$ cat src/rtl/seg_digit_counter.sv
// Two-digit BCD up/down counter with prescaler, load and packed seven-segment output.
// both7seg carries the tens pattern in [13:7] and the ones pattern in [6:0].
module seg_digit_counter #(
  parameter int unsigned TICK_DIV = 2500,
  parameter int unsigned CBITS    = 12,
  parameter bit          BLANK_LZ = 1'b0
) (
  input  logic        clk,
  input  logic        rst,
  input  logic        en,
  input  logic        up,
  input  logic        load,
  input  logic [7:0]  load_val,
  output logic [7:0]  bcd,
  output logic [13:0] both7seg,
  output logic        wrap
);

  localparam logic [CBITS-1:0] CNT_LAST = CBITS'(TICK_DIV - 1);

  logic [CBITS-1:0] cnt;
  logic [CBITS-1:0] cnt_nxt_c;
  logic [7:0]       bcd_nxt_c;
  logic             wrap_nxt_c;
  logic             tick_c;
  logic             load_ok_c;
  logic [3:0]       tens_c;
  logic [3:0]       ones_c;

  // Active-high segments, bit order g,f,e,d,c,b,a.
  function automatic logic [6:0] seg7(input logic [3:0] d);
    logic [6:0] s;
    case (d)
      4'd0:    s = 7'h3F;
      4'd1:    s = 7'h06;
      4'd2:    s = 7'h5B;
      4'd3:    s = 7'h4F;
      4'd4:    s = 7'h66;
      4'd5:    s = 7'h6D;
      4'd6:    s = 7'h7D;
      4'd7:    s = 7'h07;
      4'd8:    s = 7'h7F;
      4'd9:    s = 7'h6F;
      default: s = 7'h00;
    endcase
    return s;
  endfunction

  function automatic logic [13:0] seg_word(input logic [7:0] v);
    logic [6:0] tens_seg;
    tens_seg = (BLANK_LZ && (v[7:4] == 4'd0)) ? 7'h00 : seg7(v[7:4]);
    return {tens_seg, seg7(v[3:0])};
  endfunction

  // Next-state: a valid load beats a tick; an invalid load is as if absent.
  always_comb begin
    tens_c     = bcd[7:4];
    ones_c     = bcd[3:0];
    cnt_nxt_c  = cnt;
    bcd_nxt_c  = bcd;
    wrap_nxt_c = 1'b0;
    load_ok_c  = load && (load_val[7:4] <= 4'd9) && (load_val[3:0] <= 4'd9);
    tick_c     = en && (cnt == CNT_LAST);

    if (load_ok_c) begin
      bcd_nxt_c = load_val;
      cnt_nxt_c = '0;
    end else if (en) begin
      cnt_nxt_c = tick_c ? '0 : cnt + CBITS'(1);
      if (tick_c) begin
        if (up) begin
          if (ones_c == 4'd9) begin
            ones_c = 4'd0;
            if (tens_c == 4'd9) begin
              tens_c     = 4'd0;
              wrap_nxt_c = 1'b1;
            end else begin
              tens_c = tens_c + 4'd1;
            end
          end else begin
            ones_c = ones_c + 4'd1;
          end
        end else begin
          if (ones_c == 4'd0) begin
            ones_c = 4'd9;
            if (tens_c == 4'd0) begin
              tens_c     = 4'd9;
              wrap_nxt_c = 1'b1;
            end else begin
              tens_c = tens_c - 4'd1;
            end
          end else begin
            ones_c = ones_c - 4'd1;
          end
        end
        bcd_nxt_c = {tens_c, ones_c};
      end
    end
  end

  always_ff @(posedge clk or posedge rst) begin
    if (rst) begin
      cnt      <= '0;
      bcd      <= 8'h00;
      both7seg <= seg_word(8'h00);
      wrap     <= 1'b0;
    end else begin
      cnt      <= cnt_nxt_c;
      bcd      <= bcd_nxt_c;
      both7seg <= seg_word(bcd_nxt_c);
      wrap     <= wrap_nxt_c;
    end
  end

endmodule
$ cat config.mk
export PLATFORM = sky130hd
export DESIGN_NAME = seg_digit_counter
export DESIGN_NICKNAME = d
export VERILOG_FILES = /design/src/rtl/seg_digit_counter.sv
export SDC_FILE = /design/constraint.sdc
export NUM_CORES = 1
export LEC_CHECK = 0
export CORE_AREA = 2 2 95 60
export CTS_CLUSTER_SIZE = 25
export DETAILED_ROUTE_END_ITERATION = 7
export DIE_AREA = 0 0 97 62
export GPL_TIMING_DRIVEN = 0
export PLACE_DENSITY = 0.68
export SLEW_MARGIN = 40
export SYNTH_ARGS = -nofsm -noshare
export SYNTH_HDL_FRONTEND = slang
export SYNTH_SLANG_ARGS = --single-unit
$ cat constraint.sdc
create_clock -name clk -period 3.35 [get_ports clk]
set_clock_uncertainty 0.05 [all_clocks]
set_input_delay 0.5025 -clock clk [delete_from_list [all_inputs] [get_ports clk]]
set_output_delay 0.5025 -clock clk [all_outputs]
set_load 0.02 [all_outputs]
# ---- Word-level counts from Yosys, hierarchy flattened
# Memory sizes are Yosys's and may differ from the RTL's. A register that Yosys moved wholly into a read port is not among the register bits.
# Index checks and enable logic that the tools add are counted.
dict set report totals {
  reg_bits 21
  mem_bits_ro 224
  input_bits 13
  word_cells 43
  n_memories 2
}
dict set report classes {
  n_addsub 5
  magnitude_cmp 2
  eq_ne 3
  mux 22
  n_reduce_logical 6
}
# memory words word_bits read_ports rd_clocked_by_memory_dff wr line_no
set memory_table {}
lappend memory_table {{(name not given)} 16 7 1 1 0 33} ;# case (d)
lappend memory_table {{(name not given)} 16 7 1 1 0 33}
# cell n
set op_table {}
lappend op_table {{2-to-1 mux 12 bit} 3}
lappend op_table {{2-to-1 mux 4 bit} 8}
lappend op_table {{2-to-1 mux 8 bit} 3}
lappend op_table {{adder 12 x 1 -> 12 bit, second input constant} 1}
lappend op_table {{equality test 12 bit, second input constant} 1}
lappend op_table {{adder 4 x 1 -> 4 bit, second input constant} 2}
lappend op_table {{equality test 4 bit, second input constant} 2}
lappend op_table {{<= comparator 4 bit, second input constant} 2}
lappend op_table {{zero test 4 bit} 2}
lappend op_table {{2-to-1 mux 1 bit} 8}
lappend op_table {{subtractor 4 x 1 -> 4 bit, second input constant} 2}
lappend op_table {{logical AND 1 bit} 3}
lappend op_table {{nonzero test 2 bit} 1}

# ---- Depth between registers and ports, before layout
# Gate-level depths: netlist of run 1.
dict set report logic_depth {
  word_depth 7
  mapped_depth 12
  ltp_nobuf 11
}

# ---- Worst setup path after synthesis of run 1
# Ideal clock, no wire load.
dict set report synth_path {
  kind {register to register}
  start {register cnt[10]}
  end {register both7seg[10]}
  setup_time_ps 78
  arrival_ps 2632
  t_required_ps 3222
  setup_slack_ps 590
  stages_incl_launch_ff 9
  path_buffers 0
  period_less_slack_ps 2760
  cell_sequence {dfrtp_1 or4b_2 nor4_1 a31oi_1 o21ai_0 inv_1 ha_1 inv_1 o22ai_1}
}
dict set report synth_via {
  elab_chain_cells 5
}
# element line_no
set synth_lines {}
lappend synth_lines {{start: declaration} 21} ;# logic [CBITS-1:0] cnt;
lappend synth_lines {{start signal: assignment} 108} ;# cnt <= cnt_nxt_c;
lappend synth_lines {{equality test 12 bit} 63} ;# tick_c = en && (cnt == CNT_LAST);
lappend synth_lines {{logical AND 1 bit} 63}
lappend synth_lines {{2-to-1 mux 8 bit} 70} ;# if (tick_c) begin
lappend synth_lines {{2-to-1 mux 8 bit} 68} ;# end else if (en) begin
lappend synth_lines {{2-to-1 mux 8 bit} 65} ;# if (load_ok_c) begin
lappend synth_lines {{via bcd_nxt_c[5]} 23} ;# logic [7:0] bcd_nxt_c;
lappend synth_lines {{end: declaration} 15} ;# output logic [13:0] both7seg,
# The timed path passes the listed nets, and every way through them passes these cells.
# A chain may end at the register's enable or synchronous reset.

# ---- Worst setup path after layout of run 1
dict set report layout_path {
  start {register cnt[10]}
  end {register both7seg[9]}
}
dict set report layout_via {
  elab_chain_cells 5
}
# element line_no
set layout_lines {}
lappend layout_lines {{equality test 12 bit} 63}
lappend layout_lines {{logical AND 1 bit} 63}
lappend layout_lines {{2-to-1 mux 8 bit} 70}
lappend layout_lines {{2-to-1 mux 8 bit} 68}
lappend layout_lines {{2-to-1 mux 8 bit} 65}
# Every way passes these cells.

==> impl_metrics.sql, run 1 <==
INSERT INTO impl_metrics (metric_group, metric, value, unit) VALUES
('clocking', 'clk_root_buffer_cell', 'clkbuf_8', ''),
('clocking', 'clock_tree_from_tritoncts', 'done', ''),
('yosys', 'ys_seq_area_share', '39.45', '%'),
('cells_and_area', 'fill_cells', '495', ''),
('clocking', 'cts_resized', '0', ''),
('placed_design', 'post-dp-hpwl', '3844', 'µm'),
('grt', 'globalRouteTotalUtil', '18.61', '%'),
('placed_design', 'globalplace.congestion', '0.8683', ''),
('yosys', 'postSynth.asyncResetShare', '100.0', '%'),
('timing', 'timing.final.ws_setup', '243.6', 'ps'),
('worst_setup_path', 'crit_arrival', '3250', 'ps'),
('yosys', 'synth-compound-area-share', '17.67', '%'),
('cells_and_area', 'antenna_cells_inserted', '0', ''),
('grt', 'grt.busiest_layer', 'met1', ''),
('timing', 'slew-limit-headroom', '60.11', '%'),
('yosys', 'synthDominantAreaCellType', 'dfrtp_1', ''),
('power_and_ir_drop', 'leakage', '0.001221', 'µW'),
('yosys', 'synth_top_family_by_area', 'simple AND/OR/NAND/NOR gates', ''),
('worst_setup_path', 'cpPeakStageDelay', '580', 'ps'),
('worst_setup_path', 'cpMaxStageDelayCell', 'or4b_4', ''),
('outcome', 'run_status', 'completed', ''),
('clocking', 'cts.htree.levels', '2', ''),
('timing', 'period_share', '92.73', '%'),
('timing', 'slew_viol_final', '0', ''),
('grt', 'global_route.usage.met1', '27.06', '%'),
('cells_and_area', 'finalNetCount', '316', ''),
('yosys', 'ys_dominant_reg_cell', 'dfrtp_1', ''),
('job', 'maxCapViolCount', '0', ''),
('yosys', 'xor_xnor_share_of_the_synthesized_area', '2.715', '%'),
('yosys', 'yosys_reg_bits', '35', ''),
('floorplan', 'die-width', '97', 'µm'),
('timing', 'period_minus_slack', '3106', 'ps'),
('grt', 'use_met3', '5.817', '%'),
('placed_design', 'pre_cts_ws', '-193.8', 'ps'),
('grt', 'global_route_wire_length_before_repair', '8763', 'µm'),
('yosys', 'netlist-cell-type-count', '57', ''),
('placed_design', 'numPortBuffers', '34', ''),
('drt', 'first_iter_violations', '137', ''),
('timing', 'fmax', '321.9', 'MHz'),
('clocking', 'cts_made_buffers', '5', ''),
('timing', 'final_hold_slack', '520.3', 'ps'),
('grt', 'number_of_global_route_vias_before_repair', '1828', ''),
('clocking', 'post-cts-setup-buffer-count', '0', ''),
('drt', 'detail_route.wl_per_cell', '14.58', 'µm'),
('timing', 'worstMarginPinSlew', '592.9', 'ps'),
('power_and_ir_drop', 'power.clock.fraction', '22.0', '%'),
('worst_setup_path', 'cp.required', '3490', 'ps'),
('power_and_ir_drop', 'power_frac_comb', '38.3', '%'),
('cells_and_area', 'final_cell_area', '2786', 'µm²'),
('clocking', 'clk_transition_reported_paths', '70', 'ps'),
('power_and_ir_drop', 'p_int', '927.8', 'µW'),
('hold_path', 'holdCritPathClass', 'flip-flop to flip-flop', ''),
('yosys', 'synthTopCellsByArea', 'dfrtp_1 (25%), dfstp_2 (14%), ha_1 (7.2%)', ''),
('placed_design', 'post_dp_cell_area', '2685', 'µm²'),
('floorplan', 'pin_count', '36', ''),
('grt', 'initial_antenna_violation_count', '0', ''),
('floorplan', 'dieArea', '6014', 'µm²'),
('worst_setup_path', 'crit_path_max_fanout', '10', ''),
('power_and_ir_drop', 'switching_power', '506.9', 'µW'),
('timing', 'rsz0062_at_grt', 'false', ''),
('yosys', 'ys_warn_count', '0', ''),
('drt', 'wl', '5247', 'µm'),
('grt', 'maximum_number_of_pins_on_one_net_before_global_route_repair', '36', ''),
('floorplan', 'floorplan.core_area', '5281', 'µm²'),
('yosys', 'netlist_area', '2258', 'µm²'),
('grt', 'grt-ovfl-total', '0', ''),
('cells_and_area', 'finalNonFillerCells', '360', ''),
('timing', 'finalSetupViolations', '0', ''),
('clocking', 'cts_num_sinks', '35', ''),
('yosys', 'syn_avg_cell_area', '9.070', 'µm²'),
('clocking', 'clock_latency_of_the_later_clocked_register_in_the_worst_skew_pair', '290', 'ps');
[layer usage]
layer  vias up  share of wire [%]
li1        973                  -
met2        67                 39
met5         -                  0
met4         0                1.3
met3         8                7.7
met1       916                 52
[layout make-up]
| class | count | area, µm² | area share [%] |
|---|---|---|---|
| multi-input combinational | 184 | 1251 | 44.90 |
| sequential | 35 | 890.9 | 31.97 |
| timing repair buffer | 34 | 340.3 | 12.21 |
| clock buffer | 7 | 86.33 | 3.098 |
| tap | 69 | 86.33 | 3.098 |
| buffer | 14 | 65.06 | 2.335 |
| inverter | 16 | 61.31 | 2.200 |
| clock inverter | 1 | 5.005 | 0.1796 |
[layout by cell type (no fill, tap or decap), types with 3 or more instances in the layout]
cell type / Yosys / layout
clkdlybuf4s50_1: 0 / 34
dfrtp_1: 23 / 23
nand2_1: 22 / 22
nor2_1: 19 / 19
inv_1: 16 / 15
o21ai_0: 16 / 14
ha_1: 13 / 13
dfstp_2: 12 / 12
nand3_1: 10 / 10
a21oi_1: 10 / 10
clkbuf_1: 8 / 9
o22ai_1: 9 / 9
nand4_1: 7 / 7
mux2i_1: 6 / 6
clkbuf_8: 0 / 6
nor4_1: 5 / 5
buf_2: 4 / 4
and4_1: 4 / 4
a31oi_1: 4 / 4
xor2_1: 4 / 4
and3_1: 3 / 3
or2_2: 3 / 3
or3_1: 3 / 3
nor3_1: 3 / 3
xnor2_1: 3 / 3
nor3b_1: 3 / 3
and2_1: 3 / 3
[Yosys cell counts (4+ instances only)]
master and n:
and4_1 4, o22ai_1 9, nand4_1 7, xor2_1 4, nor2_1 19, mux2i_1 6, nor4_1 5, nand2_1 22
dfrtp_1 23, nand3_1 10, inv_1 16, a21oi_1 10, buf_2 4, a31oi_1 4, o21ai_0 16, ha_1 13
dfstp_2 12, clkbuf_1 8
[worst max-delay path, delay by kind of cell, from the launching register on]
family	cells	cell delay, ps
flops	1	430
xor+xnor	1	150
simple gates	5	1310
fa+ha+maj	1	280
buf+inv	1	330
compound gates	2	480
[worst paths after layout]
check / start / to / slack [ps] / cells after the start
setup / recovery: cnt[10] / both7seg[9] / 240 / 10
hold / removal: cnt[8] / cnt[8] / 520 / 2
setup reg to reg: cnt[10] / both7seg[9] / 240 / 10
hold reg to reg: cnt[8] / cnt[8] / 520 / 2
max in group asynchronous: rst / both7seg[4] / 2340 / 2
min in group asynchronous: rst / cnt[6] / 530 / 2
[state kept, by name, summed over array words and instances (netlist names)]
register / count
bcd: 8
both7seg: 14
cnt: 12
wrap: 1
[per-stage QoR]
| stage | TNS [ps] | power, µW | utilization (%) |
|---|---|---|---|
| after floorplan | 0 | 916.3 | - |
| after global placement | -981.4 | 1114 | 50.84 |
| after detailed placement | -860.3 | 1119 | 50.84 |
| after CTS | 0 | 1446 | 52.57 |
| after global routing | 0 | 1536 | 52.76 |
| final | 0 | 1435 | 52.76 |
[power by group through the flow]
| stage | Combinational (µW) | Clock, µW | Sequential [µW] |
|---|---|---|---|
| after global routing | 607 | 348 | 582 |
| after CTS | 546 | 330 | 570 |
| after global placement | 536 | 0 | 578 |
| after floorplan | 264 | 0 | 652 |
| after detailed placement | 542 | 0 | 577 |
| final | 549 | 316 | 570 |
[cells by family (layout without fill, tap and decap cells)]
group / Yosys count / count (layout)
AND/OR/NAND/NOR: 98 / 98
flip-flops: 35 / 35
adder cells (fa/ha/maj): 13 / 13
AO/OA/AOI/OAI: 59 / 59
buffers and inverters: 30 / 72
XOR/XNOR: 7 / 7
multiplexers: 7 / 7
(Power assumes the default switching activity.)
==> run 2, diff against run 1 <==
CTS_CLUSTER_DIAMETER = 30   (was default)
HOLD_SLACK_MARGIN = 0.05   (was default)
SKIP_LAST_GASP = 1   (was default)
==> run 2 against run 1 <==
- first-iteration DRC count is 12% higher
- routed wire length is 0.32% lower
- total power about the same
- sequential power is essentially flat
- sequential cell count unchanged
- final cell count unchanged
- critical path depth did not move
- via count decreased by 0.31%
- maximum frequency hardly changed
- design area shrank 0.13%
- critical path type unchanged
- largest power group unchanged
==> impl_metrics.sql, run 2 (synthesis gave the netlist of run 1 again) <==
INSERT INTO impl_metrics (metric_group, metric, value, unit) VALUES
('floorplan', 'pin_count', '36', ''),
('worst_setup_path', 'timing.rr.end', 'both7seg[0]', ''),
('floorplan', 'die-width', '97', 'µm'),
('timing', 'rsz0062_at_grt', 'true', ''),
('cells_and_area', 'final_cell_area', '2783', 'µm²'),
('cells_and_area', 'post_route_cells_drive_above_1_share', '13.06', '%'),
('timing', 'worstMarginPinSlew', '586.4', 'ps'),
('power_and_ir_drop', 'totalPowerFinal', '1435', 'µW'),
('clocking', 'cts.htree.levels', '2', ''),
('power_and_ir_drop', 'switching_share', '35.37', '%'),
('hold_path', 'holdCritPathClass', 'flip-flop to flip-flop', ''),
('grt', 'number_of_global_route_vias_before_repair', '1828', ''),
('placed_design', 'post-dp-hpwl', '3844', 'µm'),
('worst_setup_path', 'cpPeakStageDelay', '580', 'ps'),
('clocking', 'post-cts-setup-buffer-count', '0', ''),
('drt', 'drcViolationCount', '0', ''),
('power_and_ir_drop', 'p_int', '927.2', 'µW'),
('cells_and_area', 'max_reg_flops', '14', ''),
('timing', 'final_hold_viol_count', '0', ''),
('worst_setup_path', 'ff2ff_path_depth', '10', ''),
('worst_setup_path', 'worstSetupStartpointType', 'flip-flop', ''),
('placed_design', 'globalplace.congestion', '0.8683', ''),
('placed_design', 'post_dp_cell_area', '2685', 'µm²'),
('worst_setup_path', 'cp.required', '3520', 'ps'),
('worst_setup_path', 'crit_arrival', '3280', 'ps'),
('placed_design', 'numPortBuffers', '34', ''),
('hold_path', 'critical_hold_path_startpoint', 'cnt[8]', ''),
('grt', 'global_route_wire_length_before_repair', '8763', 'µm'),
('power_and_ir_drop', 'p_per_area', '515.5', 'nW/µm²'),
('clocking', 'clock_tree_from_tritoncts', 'done', ''),
('power_and_ir_drop', 'power.clock.fraction', '22.1', '%'),
('drt', 'detail_route.wl_per_cell', '14.53', 'µm'),
('worst_setup_path', 'crit_path_max_fanout', '10', ''),
('clocking', 'clk_transition_reported_paths', '70', 'ps'),
('floorplan', 'die_h', '62', 'µm'),
('hold_path', 'min_delay_path_depth', '2', ''),
('drt', 'detail_route.first_pass.iterations', '4', ''),
('cells_and_area', 'layout_common_cells', 'clkdlybuf4s50_1 (34), dfrtp_1 (23), nand2_1 (22)', ''),
('clocking', 'post_cts_hold_buffer_count', '0', ''),
('timing', 'slew-limit-headroom', '60.55', '%'),
('clocking', 'clk_root_buffer_cell', 'clkbuf_8', ''),
('placed_design', 'place_inst', '352', ''),
('timing', 'slew_viol_final', '0', ''),
('outcome', 'run_status', 'completed', ''),
('clocking', 'cts_num_sinks', '35', ''),
('hold_path', 'hold-path-endpoint', 'cnt[8]', ''),
('cells_and_area', 'fill_cells', '496', ''),
('floorplan', 'floorplan.core_area', '5281', 'µm²'),
('power_and_ir_drop', 'seq_power_share', '39.7', '%'),
('drt', 'first_iter_violations', '154', ''),
('cells_and_area', 'leading_cell_type_in_the_layout_fill_and_taps_excluded', 'clkdlybuf4s50_1', ''),
('worst_setup_path', 'category_of_the_worst_setup_path_capture_point', 'flip-flop', ''),
('timing', 'final_hold_slack', '520.3', 'ps'),
('drt', 'final_antenna_net_count', '0', ''),
('cells_and_area', 'reg_top3', 'both7seg (14), cnt (12), bcd (8)', ''),
('worst_setup_path', 'cp_cell_sequence', 'or4b_4, nor4_4, buf_2, xnor2_1, nand2_1, o21ai_1, inv_1, ha_1, mux2_2, o21ai_1', ''),
('grt', 'globalRouteTotalUtil', '18.61', '%'),
('cells_and_area', 'finalNetCount', '316', ''),
('worst_setup_path', 'cpMaxStageDelayCell', 'or4b_4', ''),
('grt', 'grt-ovfl-total', '0', ''),
('floorplan', 'num_rows', '21', ''),
('worst_setup_path', 'critical-path-top-cell-by-count', 'o21ai_1', ''),
('cells_and_area', 'antenna_cells_inserted', '0', ''),
('timing', 'finalSetupViolations', '0', ''),
('timing', 'period_minus_slack', '3107', 'ps'),
('clocking', 'clock_latency_of_the_later_clocked_register_in_the_worst_skew_pair', '290', 'ps'),
('power_and_ir_drop', 'vdd_ir_drop_max', '248.9', 'µV'),
('job', 'maxCapViolCount', '0', ''),
('cells_and_area', 'finalNonFillerCells', '360', ''),
('worst_setup_path', 'r2r_setup_slack', '240', 'ps'),
('timing', 'fmax', '321.8', 'MHz'),
('worst_setup_path', 'reg2reg_from', 'cnt[10]', ''),
('grt', 'maximum_number_of_pins_on_one_net_before_global_route_repair', '36', ''),
('cells_and_area', 'max_flop_register', 'both7seg', ''),
('worst_setup_path', 'setup.worst_path.class', 'flip-flop to flip-flop', ''),
('floorplan', 'floorplan.initialDensity', '42.76', '%'),
('power_and_ir_drop', 'switching_power', '507.3', 'µW'),
('power_and_ir_drop', 'leakage', '0.001220', 'µW'),
('power_and_ir_drop', 'power_frac_comb', '38.2', '%'),
('clocking', 'max-clock-path-buffers', '2', ''),
('cells_and_area', 'area_growth_syn_to_fin', '23.21', '%'),
('drt', 'wl', '5230', 'µm'),
('drt', 'via_per_inst', '5.439', ''),
('drt', 'route.vias.total', '1958', ''),
('grt', 'initial_antenna_violation_count', '0', ''),
('timing', 'period_share', '92.76', '%'),
('floorplan', 'dieArea', '6014', 'µm²'),
('clocking', 'cts_made_buffers', '5', '');
[run 2: cell counts in the layout (fill, tap and decap cells not counted)]
Identical to the previous run, type by type.
[run 2: worst max-delay path by stage]
| stage | startpoint | endpoint | slack (ps) | cells past startpoint |
|---|---|---|---|---|
| after global placement | en | both7seg[0] | -240 | 11 |
| after global routing | cnt[2] | both7seg[10] | -0.7 | 8 |
| after CTS | cnt[10] | both7seg[10] | 80 | 8 |
| final | cnt[10] | both7seg[0] | 240 | 10 |
| after detailed placement | en | both7seg[0] | -190 | 11 |
| after floorplan | cnt[10] | both7seg[10] | 590 | 8 |
[run 2: final cells by class]
type	instances	area [µm²]	area share, %
buffer	14	65.06	2.338
clock buffer	7	86.33	3.103
clock inverter	1	5.005	0.1799
inverter	16	61.31	2.203
multi-input combinational	184	1247	44.83
sequential	35	890.9	32.01
tap	69	86.33	3.103
timing repair buffer	34	340.3	12.23
[run 2: what timing repair did]
item,in CTS,in global routing
hold endpoints to repair,0,0
gates resized for setup,0,3
endpoints found under the setup margin,0,12
[run 2: stage by stage]
| stage | setup WS [ps] | util (%) | setup TNS [ps] |
|---|---|---|---|
| after floorplan | 590.0 | - | 0 |
| after global placement | -237.2 | 50.84 | -981.4 |
| after detailed placement | -193.8 | 50.84 | -860.3 |
| after CTS | 84.74 | 52.57 | 0 |
| after global routing | -0.7281 | 52.69 | -0.7281 |
| final | 242.6 | 52.69 | 0 |
[run 2: power groups by stage]
stage | clock network [µW] | registers [µW] | logic [µW]
3_3_place_gp | 0 | 578 | 536
6_report | 317 | 570 | 548
5_1_grt | 348 | 582 | 606
2_1_floorplan | 0 | 652 | 264
4_1_cts | 330 | 570 | 546
3_5_place_dp | 0 | 577 | 542
[run 2: critical path: cells and delay by family (launching register included)]
| kind | cells | cell delay, ps |
|---|---|---|
| muxes | 1 | 260 |
| DFF | 1 | 430 |
| adders and majority gates | 1 | 240 |
| AOI/OAI and AO/OA | 2 | 370 |
| and+or+nand+nor | 3 | 1030 |
| buffers and inverters | 2 | 510 |
| xor gates and xnor gates | 1 | 150 |
[run 2: metal layers]
| metal | routed length [µm] | GRT usage, % | up-vias |
|---|---|---|---|
| met5 | 0 | 0 | - |
| met3 | 394 | 5.817 | 8 |
| li1 | - | - | 973 |
| met4 | 67 | 7.243 | 0 |
| met1 | 2741 | 27.06 | 911 |
| met2 | 2026 | 25.89 | 66 |
